===== src/rtl/feedback_diff.sv =====
// Stream differentiator: recovers sum[n]-sum[n-1] from a running-sum stream behind a 2-entry output FIFO.
// Optional build macro FBDIFF_CLAMP_EN clamps signed deltas to +/-MAX_STEP and raises sticky err_step.
module feedback_diff #(
    parameter int WIDTH    = 16,
    parameter int MAX_STEP = 255
) (
    input  logic             clk,
    input  logic             rst,
    input  logic [WIDTH-1:0] sum_in,
    input  logic             sum_valid,
    output logic             sum_ready,
    input  logic             resync,
    output logic [WIDTH-1:0] dout,
    output logic             dout_valid,
    input  logic             dout_ready,
    output logic             primed,
    output logic             err_step
);

    typedef enum logic {
        ST_PRIME = 1'b0,
        ST_RUN   = 1'b1
    } state_t;

    state_t           state_r;
    logic [WIDTH-1:0] prev_r;
    logic [WIDTH-1:0] buf0_r;
    logic [WIDTH-1:0] buf1_r;
    logic [1:0]       count_r;
    logic             valid_r;
    logic             primed_r;
    logic             err_r;

    logic             push_s;
    logic             pop_s;
    logic [1:0]       count_nxt_s;
    logic [WIDTH-1:0] raw_delta_s;
    logic [WIDTH-1:0] data_s;
    logic             over_s;

`ifdef FBDIFF_CLAMP_EN
    localparam logic signed [WIDTH-1:0] MAX_POS = WIDTH'(MAX_STEP);
    localparam logic signed [WIDTH-1:0] MAX_NEG = -MAX_POS;

    // Returns {out_of_range, clamped_value} for a two's-complement delta.
    function automatic logic [WIDTH:0] clamp_step(input logic [WIDTH-1:0] d);
        logic signed [WIDTH-1:0] sd;
        sd = d;
        if (sd > MAX_POS) begin
            clamp_step = {1'b1, MAX_POS};
        end else if (sd < MAX_NEG) begin
            clamp_step = {1'b1, MAX_NEG};
        end else begin
            clamp_step = {1'b0, d};
        end
    endfunction
`endif

    assign push_s      = sum_valid && sum_ready;
    assign pop_s       = valid_r && dout_ready;
    assign raw_delta_s = sum_in - prev_r;

    // Ready: room in the buffer, or a full buffer that is popping this cycle.
    always_comb begin
        sum_ready = 1'b0;
        if (rst) begin
            sum_ready = 1'b0;
        end else if (count_r < 2'd2) begin
            sum_ready = 1'b1;
        end else begin
            sum_ready = dout_ready;
        end
    end

    // Delta to enqueue; the first sample after priming passes through unchecked.
    always_comb begin
        data_s = raw_delta_s;
        over_s = 1'b0;
        if (state_r == ST_PRIME) begin
            data_s = sum_in;
        end else begin
`ifdef FBDIFF_CLAMP_EN
            {over_s, data_s} = clamp_step(raw_delta_s);
`else
            data_s = raw_delta_s;
`endif
        end
    end

    // Next buffer occupancy.
    always_comb begin
        count_nxt_s = count_r;
        case ({push_s, pop_s})
            2'b10:   count_nxt_s = count_r + 2'd1;
            2'b01:   count_nxt_s = count_r - 2'd1;
            default: count_nxt_s = count_r;
        endcase
    end

    // FSM, previous-sum register, output FIFO and status flags.
    always_ff @(posedge clk) begin
        if (rst) begin
            state_r  <= ST_PRIME;
            prev_r   <= {WIDTH{1'b0}};
            buf0_r   <= {WIDTH{1'b0}};
            buf1_r   <= {WIDTH{1'b0}};
            count_r  <= 2'd0;
            valid_r  <= 1'b0;
            primed_r <= 1'b0;
            err_r    <= 1'b0;
        end else begin
            case ({push_s, pop_s})
                2'b10: begin
                    if (count_r == 2'd0) begin
                        buf0_r <= data_s;
                    end else begin
                        buf1_r <= data_s;
                    end
                end
                2'b01: begin
                    buf0_r <= buf1_r;
                end
                2'b11: begin
                    if (count_r == 2'd1) begin
                        buf0_r <= data_s;
                    end else begin
                        buf0_r <= buf1_r;
                        buf1_r <= data_s;
                    end
                end
                default: begin
                end
            endcase
            count_r <= count_nxt_s;
            valid_r <= (count_nxt_s != 2'd0);

            // resync wins over the state update of a coincident accept
            if (resync) begin
                state_r  <= ST_PRIME;
                prev_r   <= {WIDTH{1'b0}};
                primed_r <= 1'b0;
            end else if (push_s) begin
                state_r  <= ST_RUN;
                prev_r   <= sum_in;
                primed_r <= 1'b1;
            end else begin
                state_r  <= state_r;
                prev_r   <= prev_r;
                primed_r <= primed_r;
            end

            if (push_s && over_s) begin
                err_r <= 1'b1;
            end else begin
                err_r <= err_r;
            end
        end
    end

    assign dout       = buf0_r;
    assign dout_valid = valid_r;
    assign primed     = primed_r;
`ifdef FBDIFF_CLAMP_EN
    assign err_step   = err_r;
`else
    assign err_step   = 1'b0;
`endif

endmodule


===== config.mk =====
export PLATFORM = sky130hd
export DESIGN_NAME = feedback_diff
export DESIGN_NICKNAME = d
export VERILOG_FILES = /design/src/rtl/feedback_diff.sv
export SDC_FILE = /design/constraint.sdc
export NUM_CORES = 1
export LEC_CHECK = 0
export ABC_AREA = 1
export CORE_ASPECT_RATIO = 2
export CORE_MARGIN = 1.5
export CORE_UTILIZATION = 58
export CTS_BUF_LIST = sky130_fd_sc_hd__clkbuf_8
export CTS_CLUSTER_SIZE = 12
export DETAILED_ROUTE_END_ITERATION = 12
export PLACE_DENSITY = 0.83
export SLEW_MARGIN = 30
export SYNTH_ARGS = -nofsm -noshare
export SYNTH_HDL_FRONTEND = slang
export SYNTH_SLANG_ARGS = --single-unit

===== constraint.sdc =====
create_clock -name clk -period 2.7 [get_ports clk]
set_clock_uncertainty 0.1 [all_clocks]
set_input_delay 0.675 -clock clk [delete_from_list [all_inputs] [get_ports clk]]
set_output_delay 0.675 -clock clk [all_outputs]
set_load 0.01 [all_outputs]

==> results of run 1 <==
-- Yosys cell counts, drive strengths merged --
| cell type | count | area (um^2) |
|---|---|---|
| o21a | 1 | 7.51 |
| inv | 98 | 368 |
| buf | 13 | 77.6 |
| clkbuf | 6 | 23.8 |
| o21ai | 49 | 245 |
| and2 | 1 | 6.26 |
| o221ai | 1 | 8.76 |
| or2 | 6 | 37.5 |
| fa | 1 | 20.0 |
| nor3 | 3 | 25.0 |
| a21oi | 41 | 213 |
| a31oi | 4 | 25.0 |
| nand2 | 122 | 470 |
| dfxtp | 52 | 1040 |
| nand3 | 22 | 120 |
| o21bai | 1 | 7.51 |
| nor2 | 33 | 126 |
| conb | 1 | 3.75 |
| ha | 22 | 275 |
| a211oi | 14 | 105 |
| o211ai | 2 | 15.0 |
| xnor2 | 8 | 70.1 |
-- metrics by stage --
step	total power [mW]	hold WS [ns]	utilization	instances	TNS, ns
3_3_place_gp	1.28	0.347	0.708	606	-0.635
3_5_place_dp	1.29	0.361	0.708	606	-2.25
4_1_cts	1.86	0.379	0.730	614	0
6_report	1.85	0.376	0.732	614	0
2_1_floorplan	1.12	0.330	-	501	0
5_1_grt	1.95	0.395	0.732	614	0
-- cell type report --
type / count / area [um^2]
multi-input combinational: 332 / 1790
fill: 456 / 1470
sequential: 52 / 1040
timing repair buffer: 64 / 606
inverter: 98 / 368
clock buffer: 6 / 82.6
tap: 60 / 75.1
clock inverter: 2 / 38.8
-- tightest hold or removal path, stage by stage, from the launching register on --
cell and delay, ns:
dfxtp_1 0.31, inv_1 0.06, a211oi_1 0.07
-- cells in the final DEF, fill, tap and decap left out, drive strengths merged, types with 8 or more instances in the layout --
| cell type | instances |
|---|---|
| nand2 | 122 |
| inv | 98 |
| dfxtp | 52 |
| o21ai | 49 |
| a21oi | 41 |
| clkdlybuf4s50 | 38 |
| nor2 | 33 |
| buf | 25 |
| ha | 22 |
| nand3 | 22 |
| a211oi | 14 |
| xnor2 | 8 |
-- what timing repair did --
action	CTS	global route
endpoints found under the setup margin	0	9
buffers inserted	0	0
gates resized for setup	0	3
-- state kept, by name (all words and copies together) (netlist names) --
signal,cells
buf1_r,16
dout,16
prev_r,16
count_r,2
dout_valid,1
primed,1
-- power groups by stage --
stage,clock (mW),combinational (mW),sequential (mW)
floorplan,0,0.271,0.847
global placement,0,0.444,0.837
detailed placement,0,0.454,0.838
CTS,0.585,0.457,0.821
global route,0.606,0.515,0.825
finish,0.577,0.457,0.821
-- cell families (layout without fill, tap and decap cells) --
logic type,count (synthesis),after routing,synth area share
flops,52,52,0.316
other cells,1,1,0.00114
buf+inv,117,170,0.143
simple gates,187,187,0.239
fa+ha+maj,23,23,0.0897
xor+xnor,8,8,0.0213
compound gates,113,113,0.190
-- metal layers --
layer / vias up / track usage
met2: 65 / 0.504
li1: 1684 / -
met3: 17 / 0.0376
met1: 1467 / 0.291
met5: - / 0
met4: 0 / 0.126
-- path summary, 6_finish.rpt --
path	to	slack (ns)	from
max	buf1_r[1]$_SDFFE_PP0P_	0.21	dout_ready
min	prev_r[6]$_SDFFE_PP0P_	0.38	prev_r[6]$_SDFFE_PP0P_
max reg2reg	buf1_r[1]$_SDFFE_PP0P_	0.61	count_r[1]$_SDFF_PP0_
min reg2reg	prev_r[6]$_SDFFE_PP0P_	0.38	prev_r[6]$_SDFFE_PP0P_
==> flow_summary.ini, run 1 <==
[finish]
diodes = 0
final_nets = 597
stdcell_area_mm2 = 0.00400
layout-drive-gt1-share = 0.0993
area_delta_synth_final_pct = 21.5

[clocking]
clock_latency_ns = 0.31
cts_sinks = 52
cts_tree = built
cts_buffer_depth = 2
cts_hold_buf = 0
clock-root-buffer = clkbuf_8
cts_made_buffers = 5
clk_pin_slew_worst_paths_ns = 0.10
htree_levels = 2

[detailed_routing]
wl_met3_um = 242
vias_per_cell = 5.27
ant_nets = 0
drt-met1-wl_um = 3110
drtIter0Drc = 127
wl_um = 7800
wl_per_cell_um = 12.7
highest_layer = met4
wl_met2_um = 4220
via_count = 3233
firstDrtPassIters = 5
drc = 0

[worst_setup_path]
cp_data_required_time_ns = 2.85
cp_cell_sequence = clkdlybuf4s50_1, nor2_1, nor2_1, nand2_1, inv_1, ha_1, inv_1, o21ai_0, o21ai_2, inv_2, o21ai_0, a31oi_1
startpoint_type = primary input
critPathTopFamily = buffers and inverters
slowest_stage = clkdlybuf4s50_1
critPathBufInv = 4
path_class = primary input to flop
crit_arrival_ns = 2.64
critPathCaptureType = flop
cp.depth = 12
crit_path_max_incr_delay_ns = 0.47
critPathMaxFanout = 9
r2r_cells = 12

[floorplanning]
rows = 38
pin_count = 41
coreArea_mm2 = 0.00547
die_h_um = 110
die_w_um = 56.3
die_area_mm2 = 0.00616
initial_core_util = 0.602

[sta]
finalSetupViolations = 0
min_period_ns = 2.49
period_share = 0.923
rsz0062_at_grt = no
report.final.hold_viol_count = 0
setup_ws_ns = 0.208
fmax_mhz = 401
finalMaxSlewViolations = 0
worstMarginPinSlew_ns = 0.632
relSlewSlack = 0.579

[yosys]
synth_seq_cells = 52
syn_area_per_cell_um2 = 6.57
synth_cell_types = 34
synth_cells = 501
syn-num-nets = 545
syn-cell-area_mm2 = 0.00329
yosys_warnings = 0
yosysSeqAreaShare = 0.316

[hold_path]
min_path_type = flop to flop
whs_path_depth = 2

[pwr]
power_switching_uw = 541
power_density_mw_per_mm2 = 464
switching_share = 0.292
clkPwrFrac = 0.311
p_int_mw = 1.31
leakagePower_nw = 2.00
p_comb_frac = 0.246
pwr-share-seq = 0.443
peakVddDrop_mv = 0.441

[placed_design]
dpl_cell_area_mm2 = 0.00387
portBuffers = 39
post-place-ws_ns = -0.166
gp_congestion = 0.945
dp_hpwl_um = 5990

[grt]
grt_max_degree = 33
grt_pass1_vias = 3123
track_usage = 0.269
gr-total-overflow = 0
grt_pass1_wl_um = 13300
antenna_found_initial = 0

[run]
drv_cap = 0

[outcome]
status = completed
No activity file was read; power rests on OpenSTA's default activity.
==> run 2: changes to the inputs <==
CTS_CLUSTER_SIZE = 10   (was 12)
==> results of run 2 <==
Same layout as run 1: the final DEF is identical, and so are final timing and power.
==> run 3: changes to the inputs <==
REMOVE_ABC_BUFFERS = 1   (was not set)
==> run 3 against run 2 <==
  * Final area increased by 1.2%
  * Wire length grew 3.1%
  * Sequential power hardly changed
  * Power is 0.19% lower
  * Sequential share of layout area down 0.31 points
  * Maximum frequency down 0.66%
  * First-iteration DRC count increased by 5.5%
  * Core utilization rose by 0.87 points
  * Cell count rose by 0.98%
  * Critical path type unchanged
  * Largest cell class unchanged
  * Highest routed layer unchanged
==> flow_summary.ini, run 3 (synthesis results as in run 1) <==
[sta]
finalMaxSlewViolations = 0
worstMarginPinSlew_ns = 0.641
min_period_ns = 2.51
relSlewSlack = 0.572
fmax_mhz = 399
finalSetupViolations = 0
report.final.hold_viol_count = 0
period_share = 0.929
setup_tns_ns = 0
whs_ns = 0.376

[clocking]
htree_levels = 2
cts_tree = built
cts_made_buffers = 5
cts_sinks = 52
clock_latency_ns = 0.33
clk_pin_slew_worst_paths_ns = 0.09
cts_setup_buffers = 0
cts_hold_buf = 0
cts_resized = 0
cts_buffer_depth = 2
clock-root-buffer = clkbuf_8

[finish]
stdcell_area_mm2 = 0.00405
layout-drive-gt1-share = 0.113
diodes = 0
final_nets = 603
mostFrequentLayoutCell = nand2_1
layout_common_cells = 115 x nand2_1, 95 x inv_1, 52 x dfxtp_1, 41 x o21ai_0, 39 x a21oi_1
fillers = 467
area_delta_synth_final_pct = 23.0

[grt]
gr-total-overflow = 0
track_usage = 0.276
antenna_found_initial = 0
grt_max_degree = 32
grt_pass1_wl_um = 13500
grt_pass1_vias = 3159

[pwr]
peakVddDrop_mv = 0.617
power_density_mw_per_mm2 = 457
finalPower_mw = 1.85
leakagePower_nw = 2.03

[worst_setup_path]
critPathMaxFanout = 9
startpoint_type = primary input
cp_data_required_time_ns = 2.85
path_class = primary input to flop
critPathCaptureType = flop
slowest_stage = clkdlybuf4s50_1
crit_arrival_ns = 2.66
crit_path_max_incr_delay_ns = 0.48
cp_cell_sequence = clkdlybuf4s50_1, nor2_1, nor2_1, nand2_1, inv_1, ha_1, inv_1, o21ai_0, o21ai_2, inv_2, o21ai_0, a31oi_1

[floorplanning]
pin_count = 41
rows = 38
die_w_um = 56.3
die_area_mm2 = 0.00616
initial_core_util = 0.602
coreArea_mm2 = 0.00547
die_h_um = 110

[detailed_routing]
drc = 0
ant_nets = 0
firstDrtPassIters = 4
drtIter0Drc = 134
vias_per_cell = 5.25
wl_per_cell_um = 13.0
via_count = 3255
wl_um = 8050

[placed_design]
gp_congestion = 0.905
dpl_cell_area_mm2 = 0.00391
portBuffers = 39
dp_hpwl_um = 6090

[outcome]
status = completed

[run]
drv_cap = 0

[hold_path]
min_path_type = flop to flop
[run 3: cell count changes in the layout (fill, tap and decap cells not counted)]
cell	delta
nand2_2	+2
a21oi_2	-1
clkinv_4	-1
xnor2_1	-1
inv_6	+1
nand2_1	-2
a21oi_1	+1
clkbuf_8	-1
clkinvlp_4	+1
xnor2_2	+1
buf_4	+6
[run 3: final cells by class]
class,instances,area (um^2),share of cell area
well taps,60,75.1,0.0185
clock inverters,3,46.3,0.0114
flip-flops and latches,52,1040,0.257
multi-input cells,332,1800,0.444
clock buffers,5,68.8,0.0170
repair buffers,70,651,0.161
inverters,98,368,0.0909
[run 3: power by group]
part / internal [mW] / switching (mW)
Clock: 0.280 / 0.285
Sequential: 0.805 / 0.0174
Combinational: 0.208 / 0.257
Total: 1.29 / 0.559
[run 3: final timing paths]
path / slack, ns / from / endpoint / cells past startpoint
worst min-delay path: 0.38 / prev_r[5]$_SDFFE_PP0P_ / prev_r[5]$_SDFFE_PP0P_ / 2
worst max-delay path: 0.19 / dout_ready / buf1_r[1]$_SDFFE_PP0P_ / 12
worst min register to register: 0.38 / prev_r[5]$_SDFFE_PP0P_ / prev_r[5]$_SDFFE_PP0P_ / 2
worst max register to register: 0.60 / count_r[1]$_SDFF_PP0_ / buf1_r[1]$_SDFFE_PP0P_ / 12
[run 3: through the flow]
| stage | std cells | util | setup slack (ns) |
|---|---|---|---|
| final | 620 | 0.740 | 0.191 |
| after global routing | 620 | 0.740 | -0.00754 |
| after CTS | 620 | 0.737 | 0.0136 |
| after detailed placement | 612 | 0.716 | -0.267 |
| after global placement | 612 | 0.716 | -0.236 |
| after floorplan | 482 | - | -0.749 |
[run 3: layer usage]
metal  vias to the layer above  global-route usage  share of wire
li1                       1693                   -              -
met1                      1484               0.288           0.39
met2                        59               0.531           0.55
met3                        19              0.0424          0.025
met4                         0               0.121          0.031
met5                         -                   0              0
[run 3: critical path, delay by kind of cell]
| family | cells | cell delay (ns) |
|---|---|---|
| AO/OA/AOI/OAI | 4 | 0.61 |
| adder cells (fa/ha/maj) | 1 | 0.20 |
| AND/OR/NAND/NOR | 3 | 0.26 |
| buffers and inverters | 4 | 0.92 |
